File: src/rtl/fighter_state_ctrl.sv
// rtl/fighter_state_ctrl.sv - per-player fighter movement, attack and damage controller
// All game state advances on the SCEN frame tick; restart reloads the round start values.
module fighter_state_ctrl #(
  parameter int POS_WIDTH        = 10,
  parameter int START_X          = 100,
  parameter bit START_FACE_RIGHT = 1'b1,
  parameter int X_MIN            = 0,
  parameter int X_MAX            = 520,
  parameter int GROUND_Y         = 300,
  parameter int WALK_SPEED       = 2,
  parameter int JUMP_VY          = -8,
  parameter int GRAVITY          = 1,
  parameter int MAX_HEALTH       = 100,
  parameter int HIT_DAMAGE       = 10,
  parameter int ATK_STARTUP      = 4,
  parameter int ATK_ACTIVE       = 3,
  parameter int ATK_RECOVERY     = 6
) (
  input  logic                 clk,
  input  logic                 reset_n,
  input  logic                 SCEN,
  input  logic                 restart,
  input  logic                 btn_left,
  input  logic                 btn_right,
  input  logic                 btn_jump,
  input  logic                 btn_attack,
  input  logic                 hit_event,
  input  logic                 hitstun,
  input  logic signed [7:0]    kb_dx,
  input  logic signed [7:0]    kb_dy,
  output logic [POS_WIDTH-1:0] pos_x,
  output logic [POS_WIDTH-1:0] pos_y,
  output logic                 face_right,
  output logic                 attack_damage,
  output logic [7:0]           health,
  output logic                 ko,
  output logic [2:0]           state_o
);

  localparam int SW = POS_WIDTH + 2;
  localparam logic signed [SW-1:0]  X_MIN_S  = SW'(X_MIN);
  localparam logic signed [SW-1:0]  X_MAX_S  = SW'(X_MAX);
  localparam logic signed [SW-1:0]  GROUND_S = SW'(GROUND_Y);
  localparam logic [POS_WIDTH-1:0]  START_XP = POS_WIDTH'(START_X);
  localparam logic [POS_WIDTH-1:0]  GROUND_P = POS_WIDTH'(GROUND_Y);
  localparam logic [7:0]            HP_MAX   = 8'(MAX_HEALTH);
  localparam logic [7:0]            HP_DMG   = 8'(HIT_DAMAGE);

  typedef enum logic [2:0] {
    S_ACT      = 3'd0,
    S_STARTUP  = 3'd1,
    S_ACTIVE   = 3'd2,
    S_RECOVERY = 3'd3,
    S_HITSTUN  = 3'd4,
    S_KO       = 3'd5
  } state_e;

  state_e                 state_q, state_d;
  logic [7:0]             cnt_q, cnt_d;
  logic [POS_WIDTH-1:0]   x_q, x_d, y_q, y_d;
  logic signed [7:0]      vx_q, vx_d, vy_q, vy_d;
  logic                   ground_q, ground_d;
  logic                   face_q, face_d;
  logic                   atk_q, atk_d;
  logic [7:0]             hp_q, hp_d;
  logic                   jump_prev_q, jump_prev_d;
  logic                   atk_prev_q, atk_prev_d;

  logic                   jump_rise, atk_rise, hit_ok, launch;
  logic [7:0]             hp_hit;
  logic signed [8:0]      vy_inc;
  logic signed [SW-1:0]   x_sum, y_sum;

  assign jump_rise = btn_jump & ~jump_prev_q;
  assign atk_rise  = btn_attack & ~atk_prev_q;
  assign hit_ok    = hit_event && (state_q inside {S_ACT, S_STARTUP, S_ACTIVE, S_RECOVERY});
  assign hp_hit    = (hp_q > HP_DMG) ? hp_q - HP_DMG : 8'd0;
  assign vy_inc    = {vy_q[7], vy_q} + 9'(GRAVITY);

  always_comb begin
    state_d     = state_q;
    cnt_d       = cnt_q;
    x_d         = x_q;
    y_d         = y_q;
    vx_d        = vx_q;
    vy_d        = vy_q;
    ground_d    = ground_q;
    face_d      = face_q;
    atk_d       = atk_q;
    hp_d        = hp_q;
    jump_prev_d = jump_prev_q;
    atk_prev_d  = atk_prev_q;
    launch      = 1'b0;
    x_sum       = '0;
    y_sum       = '0;

    if (restart) begin
      state_d     = S_ACT;
      cnt_d       = '0;
      x_d         = START_XP;
      y_d         = GROUND_P;
      vx_d        = '0;
      vy_d        = '0;
      ground_d    = 1'b1;
      face_d      = START_FACE_RIGHT;
      atk_d       = 1'b0;
      hp_d        = HP_MAX;
      jump_prev_d = 1'b0;
      atk_prev_d  = 1'b0;
    end else if (SCEN) begin
      jump_prev_d = btn_jump;
      atk_prev_d  = btn_attack;

      if (hit_ok) begin
        // A loaded knockback vy behaves like a launch: y holds on the hit frame.
        hp_d    = hp_hit;
        vx_d    = kb_dx;
        vy_d    = kb_dy;
        launch  = 1'b1;
        cnt_d   = '0;
        if (kb_dy[7]) ground_d = 1'b0;
        state_d = (hp_hit == 8'd0) ? S_KO : S_HITSTUN;
      end else begin
        case (state_q)
          S_ACT: begin
            if (btn_right && !btn_left) begin
              vx_d   = 8'(WALK_SPEED);
              face_d = 1'b1;
            end else if (btn_left && !btn_right) begin
              vx_d   = 8'(-WALK_SPEED);
              face_d = 1'b0;
            end else begin
              vx_d = '0;
            end
            if (jump_rise && ground_q) begin
              vy_d     = 8'(JUMP_VY);
              ground_d = 1'b0;
              launch   = 1'b1;
            end
            if (atk_rise && ground_q) begin
              state_d = S_STARTUP;
              cnt_d   = 8'(ATK_STARTUP - 1);
              vx_d    = '0;
            end
          end
          S_STARTUP: begin
            vx_d = '0;
            if (cnt_q == 8'd0) begin
              state_d = S_ACTIVE;
              cnt_d   = 8'(ATK_ACTIVE - 1);
            end else begin
              cnt_d = cnt_q - 8'd1;
            end
          end
          S_ACTIVE: begin
            vx_d = '0;
            if (cnt_q == 8'd0) begin
              state_d = S_RECOVERY;
              cnt_d   = 8'(ATK_RECOVERY - 1);
            end else begin
              cnt_d = cnt_q - 8'd1;
            end
          end
          S_RECOVERY: begin
            vx_d = '0;
            if (cnt_q == 8'd0) begin
              state_d = S_ACT;
            end else begin
              cnt_d = cnt_q - 8'd1;
            end
          end
          S_HITSTUN: begin
            if (!hitstun && !hit_event && ground_q) begin
              state_d = S_ACT;
              vx_d    = '0;
            end
          end
          S_KO:    vx_d = '0;
          default: state_d = S_ACT;
        endcase
      end

      atk_d = (state_d == S_ACTIVE);

      x_sum = {2'b00, x_q} + {{(SW-8){vx_d[7]}}, vx_d};
      if (x_sum < X_MIN_S) begin
        x_d = POS_WIDTH'(X_MIN);
      end else if (x_sum > X_MAX_S) begin
        x_d = POS_WIDTH'(X_MAX);
      end else begin
        x_d = x_sum[POS_WIDTH-1:0];
      end

      if (!ground_q && !launch) begin
        y_sum = {2'b00, y_q} + {{(SW-8){vy_q[7]}}, vy_q};
        if (y_sum >= GROUND_S) begin
          y_d      = GROUND_P;
          vy_d     = '0;
          ground_d = 1'b1;
        end else begin
          y_d  = y_sum[SW-1] ? '0 : y_sum[POS_WIDTH-1:0];
          vy_d = (vy_inc > 9'sd127) ? 8'sd127 : vy_inc[7:0];
        end
      end
    end
  end

  always_ff @(posedge clk or negedge reset_n) begin
    if (!reset_n) begin
      state_q     <= S_ACT;
      cnt_q       <= '0;
      x_q         <= START_XP;
      y_q         <= GROUND_P;
      vx_q        <= '0;
      vy_q        <= '0;
      ground_q    <= 1'b1;
      face_q      <= START_FACE_RIGHT;
      atk_q       <= 1'b0;
      hp_q        <= HP_MAX;
      jump_prev_q <= 1'b0;
      atk_prev_q  <= 1'b0;
    end else begin
      state_q     <= state_d;
      cnt_q       <= cnt_d;
      x_q         <= x_d;
      y_q         <= y_d;
      vx_q        <= vx_d;
      vy_q        <= vy_d;
      ground_q    <= ground_d;
      face_q      <= face_d;
      atk_q       <= atk_d;
      hp_q        <= hp_d;
      jump_prev_q <= jump_prev_d;
      atk_prev_q  <= atk_prev_d;
    end
  end

  assign pos_x         = x_q;
  assign pos_y         = y_q;
  assign face_right    = face_q;
  assign attack_damage = atk_q;
  assign health        = hp_q;
  assign ko            = (state_q == S_KO);
  assign state_o       = state_q;

endmodule

File: config.mk
export PLATFORM = sky130hd
export DESIGN_NAME = fighter_state_ctrl
export DESIGN_NICKNAME = d
export VERILOG_FILES = /design/src/rtl/fighter_state_ctrl.sv
export SDC_FILE = /design/constraint.sdc
export NUM_CORES = 1
export LEC_CHECK = 0
export CAP_MARGIN = 10
export CORE_AREA = 8 8 106 108
export CTS_BUF_LIST = sky130_fd_sc_hd__clkbuf_8
export CTS_CLUSTER_SIZE = 14
export DETAILED_ROUTE_END_ITERATION = 6
export DIE_AREA = 0 0 114 116
export HOLD_SLACK_MARGIN = 0.05
export PLACE_DENSITY_LB_ADDON = 0.2
export REMOVE_ABC_BUFFERS = 1
export SYNTH_ARGS = -nofsm -noshare
export SYNTH_HDL_FRONTEND = slang
export SYNTH_SLANG_ARGS = --single-unit
File: constraint.sdc
create_clock -name clk -period 4.8 [get_ports clk]
set_input_delay 0.96 -clock clk [delete_from_list [all_inputs] [get_ports clk]]
set_output_delay 0.96 -clock clk [all_outputs]
set_load 0.1 [all_outputs]
==> metrics.csv, run 1 <==
metric;value;unit
grt total ovfl;0;
max layer used;met4;
most common cell after layout, fill and taps aside;clkdlybuf4s50_1;
initial antenna violation count;0;
max-slew violation count;0;
Antenna Violating Nets Remaining;0;
final hold violation count;0;
vias in the first global route;4291;
Syn Area/Cell;8.72;um^2
routed wire length;12600;um
layout cells sized above 1;9.95;%
MaxCap Viol Count;0;
Synth Flop Type;dfrtp_1;
crit end category;flip-flop;
Final period util;94.2;%
worst setup margin;0.276;ns
Core ar.;0.00955;mm^2
Leakage;2.38;nW
EDFF count, synth;0;
root buf cell;clkbuf_8;
TritonCTS clock tree;yes;
CTS resizes;0;
Worst Tran Pin Value;0.997;ns
Place WS;-0.0459;ns
Final setup viols;0;
CTS max path bufs;2;
Layout area overhead;19.7;%
clk sink count;60;
Mapped Cells;534;
post-synth top area share;25.8;%
total CTS buffers;9;
Final Cell Area;0.00558;mm^2
placed cell area;0.00537;mm^2
worst relative slew slack;33.3;%
Die Area;0.0132;mm^2
Setup Fix Bufs, Post-CTS;0;
Setup crit start kind;input port;
crit path max fanout;8;
H-tree depth;3;
Yosys top cell by area;dfrtp_1;
metal2 WL;5980;um
die height;116;um
synthesized flop and latch total;60;
Fmax;221;MHz
GPL Wtd Cong;0.901;
required time worst endpoint;5.04;ns
pin count of the biggest net entering global routing;40;
Hold Slack;0.520;ns
Iter 0 DRT Violations;242;
Seq/Total Area, Yosys;32.6;%
PortBufs;59;
Clk Latency, worst-skew pair;0.35;ns
n_diodes;0;
Worst Hold Class;flip-flop to flip-flop;
Site Rows;36;
critical path type;input port to flip-flop;
hpwl dp;9430;um
VDD IR max;188;uV
Async S/R FF share, synth;100;%
die width;114;um
total number of vias;4330;
synth top area cells;dfrtp_1 26%, ha_1 8.3%, dfstp_2 6.8%;
synth warn;0;
Setup Total Neg Slack;0;ns
status;finished, final reports clean;
total track usage;19.8;%
crit path time final;4.52;ns
# IOs;60;
CTS Hold Bufs;0;
Via density;5.96;
Worst Path Arrival;4.76;ns
unrepaired setup endpoints after global routing;false;
wire length per cell;17.3;um
DRC Markers;0;
post-synth cell types;78;
Pwr Density;296;mW/mm^2
first-pass GRT wire length;21100;um
most frequent cells in the layout;58 x clkdlybuf4s50_1, 56 x nor2_1, 48 x dfrtp_1, 47 x a21oi_1, 36 x nand2_1;
Layout Skew;0.00836;ns
mapped cell area;0.00466;mm^2
Post-Route M1 WL;5590;um
DRT Pass-1 Iters;4;
met3 WL;697;um
nets@finish;647;
clock-pin slew on the worst setup and hold paths;0.07;ns
initial core utilization;48.8;%
[Yosys cell counts, types with 5 or more instances]
master,count
dfrtp_1,48
nor2_1,56
a31oi_1,7
a32o_1,9
inv_1,16
xor2_1,8
a21oi_1,47
o21ai_0,34
nor2b_1,5
a21o_1,10
a22o_1,10
nor4_1,5
nand2_1,36
mux2i_1,9
nor3_1,16
a211oi_1,10
o211ai_1,9
o31ai_1,6
dfstp_2,12
o21a_1,8
nand2b_1,15
nand3_1,11
clkbuf_1,18
ha_1,31
[cell type report]
cell class / count / area, um^2
well taps: 133 / 166
clock buffers: 11 / 151
clock inverters: 5 / 50.0
repair buffers: 67 / 646
multi-input cells: 434 / 2990
inverters: 16 / 60.1
fillers: 888 / 3970
flip-flops and latches: 60 / 1520
[logic make-up (layout without fill, tap and decap cells)]
family                   after synthesis  after routing  synth area share, %
adder cells (fa/ha/maj)               34             34                 9.40
XOR/XNOR                              12             12                 2.26
multiplexers                           9              9                 1.93
AO/OA/AOI/OAI                        194            194                 29.4
flip-flops                            60             60                 32.6
AND/OR/NAND/NOR                      185            185                 21.0
buffers and inverters                 40             99                 3.41
[sequential cells by signal, indices dropped and copies added, names as in the netlist, 3 cells and up]
| name | flops |
|---|---|
| cnt_q | 8 |
| health | 8 |
| pos_x | 10 |
| pos_y | 10 |
| state_o | 3 |
| vx_q | 8 |
| vy_q | 8 |
[path summary, 6_finish.rpt]
check	cells after the start	slack, ns	startpoint	end
worst max-delay path	13	0.28	hit_event	pos_x[3]$_DFFE_PN0N_
min in group asynchronous	1	0.74	reset_n	health[3]$_DFFE_PN0P_
max in group asynchronous	2	3.16	reset_n	pos_y[3]$_DFFE_PN1P_
worst min register to register	2	0.52	pos_y[5]$_DFFE_PN1P_	pos_y[5]$_DFFE_PN1P_
worst min-delay path	2	0.52	pos_y[5]$_DFFE_PN1P_	pos_y[5]$_DFFE_PN1P_
worst max register to register	12	0.88	ground_q$_DFFE_PN1N_	pos_x[3]$_DFFE_PN0N_
[worst max-delay path: stages]
cell             delay (ns)
clkdlybuf4s50_1        0.48
nand2b_2               0.24
o311a_4                0.37
a22o_1                 0.23
ha_1                   0.23
fa_1                   0.42
a211oi_1               0.26
o21bai_1               0.14
o22ai_1                0.26
o22ai_1                0.16
or4_4                  0.54
a211o_1                0.28
a22o_1                 0.19
[layer usage]
metal  track usage, %  vias up
li1                 -     2125
met4             8.34        0
met2             33.3      107
met3             4.01       20
met5                0        -
met1             24.1     2078
[power by group]
| group | switching [mW] | internal, mW | leakage (nW) |
|---|---|---|---|
| combinational | 0.374 | 0.212 | 1.49 |
| sequential | 0.0508 | 0.541 | 0.780 |
| clock | 0.210 | 0.264 | 0.109 |
| total | 0.635 | 1.02 | 2.38 |
[per-stage QoR]
step | power, mW | util (%) | instances
after global placement | 1.17 | 56.3 | 710
after CTS | 1.66 | 58.4 | 726
final | 1.65 | 58.4 | 726
after floorplan | 1.01 | - | 510
after global routing | 1.74 | 58.4 | 726
after detailed placement | 1.18 | 56.3 | 710
No activity file was read; power rests on OpenSTA's default activity.
==> run 2: changes to the inputs <==
--- a/config.mk
+++ b/config.mk
@@ -6,13 +6,13 @@
 export NUM_CORES = 1
 export LEC_CHECK = 0
 export CAP_MARGIN = 10
-export CORE_AREA = 8 8 106 108
+export CORE_AREA = 8 8 96 119
 export CTS_BUF_LIST = sky130_fd_sc_hd__clkbuf_8
 export CTS_CLUSTER_SIZE = 14
 export DETAILED_ROUTE_END_ITERATION = 6
-export DIE_AREA = 0 0 114 116
+export DIE_AREA = 0 0 104 127
 export HOLD_SLACK_MARGIN = 0.05
-export PLACE_DENSITY_LB_ADDON = 0.2
+export PLACE_DENSITY_LB_ADDON = 0.1
 export REMOVE_ABC_BUFFERS = 1
 export SYNTH_ARGS = -nofsm -noshare
 export SYNTH_HDL_FRONTEND = slang
==> metrics.csv, run 2 (same netlist as run 1, synthesis figures left out) <==
metric;value;unit;change
Worst Path Arrival;4.79;ns;was 4.76 ns
required time worst endpoint;5.09;ns;was 5.04 ns
first-pass GRT wire length;21400;um;was 21100 um
unrepaired setup endpoints after global routing;false;;unchanged
Worst R2R Path Depth;12;;unchanged
Setup Total Neg Slack;0;ns;unchanged
Worst Tran Pin Value;0.980;ns;was 0.997 ns
Final Cell Area;0.00562;mm^2;was 0.00558 mm^2
placed cell area;0.00538;mm^2;was 0.00537 mm^2
status;finished, final reports clean;;unchanged
routed wire length;12900;um;was 12600 um
Setup crit start kind;input port;;unchanged
worst path buffer plus inverter count;3;;was 1
total number of vias;4454;;was 4330
worst stage delay on the critical path;0.52;ns;was 0.54 ns
Setup Fix Bufs, Post-CTS;0;;unchanged
# IOs;60;;unchanged
wire length per cell;17.8;um;was 17.3 um
reg-to-reg critical path startpoint;state_o[1]$_DFFE_PN0N_;;was ground_q$_DFFE_PN1N_
TritonCTS clock tree;yes;;unchanged
worst relative slew slack;34.5;%;was 33.3%
most frequent cells in the layout;58 x clkdlybuf4s50_1, 56 x nor2_1, 48 x dfrtp_1, 47 x a21oi_1, 36 x nand2_1;;unchanged
Worst path most repeated cell;ha_1;;
initial antenna violation count;0;;unchanged
H-tree depth;3;;unchanged
critical path's top delay family;compound AO/OA/AOI/OAI gates;;unchanged
Cell Chain, Critical Path;clkdlybuf4s50_1 > inv_1 > ha_1 > nor4b_1 > a21oi_1 > o21ai_0 > buf_4 > ha_1 > and3_1 > o2111ai_1 > o311ai_0 > nor4_1 > a41oi_1 > a21oi_4 > a32o_1;;was clkdlybuf4s50_1 > nand2b_2 > o311a_4 > a22o_1 > ha_1 > fa_1 > a211oi_1 > o21bai_1 > o22ai_1 > o22ai_1 > or4_4 > a211o_1 > a22o_1
Layout area overhead;20.6;%;was 19.7%
most common cell after layout, fill and taps aside;clkdlybuf4s50_1;;unchanged
Clk Latency, worst-skew pair;0.36;ns;was 0.35 ns
Via density;6.18;;was 5.96
Core ar.;0.00951;mm^2;was 0.00955 mm^2
Slowest cell on crit path;clkdlybuf4s50_1;;was or4_4
crit path time final;4.50;ns;was 4.52 ns
layout cells sized above 1;10.1;%;was 9.95%
total track usage;19.7;%;was 19.8%
CTS Hold Bufs;0;;unchanged
Final setup viols;0;;unchanged
CTS resizes;0;;unchanged
total CTS buffers;9;;unchanged
final hold violation count;0;;unchanged
Core Util, Final;59.1;%;was 58.4%
DRC Markers;0;;unchanged
root buf cell;clkbuf_8;;unchanged
Layout Skew;0.00991;ns;was 0.00836 ns
pin count of the biggest net entering global routing;40;;unchanged
hpwl dp;9730;um;was 9430 um
die height;127;um;was 116 um
vias in the first global route;4373;;was 4291
grt total ovfl;0;;unchanged
PortBufs;59;;unchanged
Leakage;2.40;nW;was 2.38 nW
nets@finish;649;;was 647
MaxCap Viol Count;0;;unchanged
crit path max fanout;8;;unchanged
Iter 0 DRT Violations;205;;was 242
DRT Pass-1 Iters;4;;unchanged
Pwr Density;308;mW/mm^2;was 296 mW/mm^2
total power;1.73;mW;was 1.65 mW
Site Rows;40;;was 36
VDD IR max;163;uV;was 188 uV
critical path startpoint;btn_left;;was hit_event
n_diodes;0;;unchanged
Worst Hold Class;flip-flop to flip-flop;;unchanged
critical path type;input port to flip-flop;;unchanged
initial core utilization;49.0;%;was 48.8%
Fmax;222;MHz;was 221 MHz
max-slew violation count;0;;unchanged
filler cell count;856;;was 888
Worst path depth;15;;was 13
Hold Crit Depth;1;;was 2
Antenna Violating Nets Remaining;0;;unchanged
Hold Startpoint;cnt_q[7]$_DFFE_PN0P_;;was pos_y[5]$_DFFE_PN1P_
clk sink count;60;;unchanged
Final period util;93.7;%;was 94.2%
clock-pin slew on the worst setup and hold paths;0.07;ns;about the same
Die Area;0.0132;mm^2;about the same
CTS max path bufs;2;;unchanged
die width;104;um;was 114 um
GPL Wtd Cong;0.931;;was 0.901
crit end category;flip-flop;;unchanged
-- run 2: cell types whose count changed in the layout (fill, tap and decap cells not counted), sizes merged --
| cell | delta |
|---|---|
| buf | +2 |
| bufinv | +1 |
| clkbuf | +1 |
| clkinv | -4 |
| clkinvlp | +1 |
| inv | +1 |
-- run 2: layer usage --
| layer | vias to the layer above | global-route usage [%] | wire [um] |
|---|---|---|---|
| met2 | 129 | 34.1 | 6430 |
| li1 | 2139 | - | - |
| met4 | 0 | 12.4 | 515 |
| met5 | - | 0 | 0 |
| met3 | 31 | 3.52 | 554 |
| met1 | 2155 | 22.1 | 5370 |
-- run 2: layout make-up --
cell class,count,area (um^2),share of cell area (%)
Inverter,16,60.1,1.07
Clock inverter,4,71.3,1.27
Timing Repair Buffer,69,661,11.8
Tap cell,126,158,2.81
Multi-Input combinational cell,434,2990,53.2
Clock buffer,12,165,2.94
Sequential cell,60,1520,27.0
-- run 2: metrics by stage --
| stage | std cells | worst slack (ns) | hold WS (ns) |
|---|---|---|---|
| after floorplan | 510 | 0.245 | 0.472 |
| after global placement | 705 | 0.107 | 0.499 |
| after detailed placement | 705 | -0.0433 | 0.511 |
| after CTS | 721 | 0.331 | 0.523 |
| after global routing | 721 | 0.0166 | 0.553 |
| final | 721 | 0.301 | 0.521 |
-- run 2: final timing paths --
kind / to / slack (ns)
worst max-delay path: pos_x[4]$_DFFE_PN0N_ / 0.30
worst min-delay path: cnt_q[7]$_DFFE_PN0P_ / 0.52
worst max register to register: pos_x[4]$_DFFE_PN0N_ / 0.85
worst min register to register: cnt_q[7]$_DFFE_PN0P_ / 0.52
max in group asynchronous: pos_x[5]$_DFFE_PN1N_ / 3.32
min in group asynchronous: state_o[2]$_DFFE_PN0N_ / 0.56
-- run 2: report_power, final --
part           internal (mW)  switching (mW)  leakage, nW
logic                  0.214           0.378         1.50
registers              0.541          0.0498        0.780
clock network          0.333           0.214        0.120
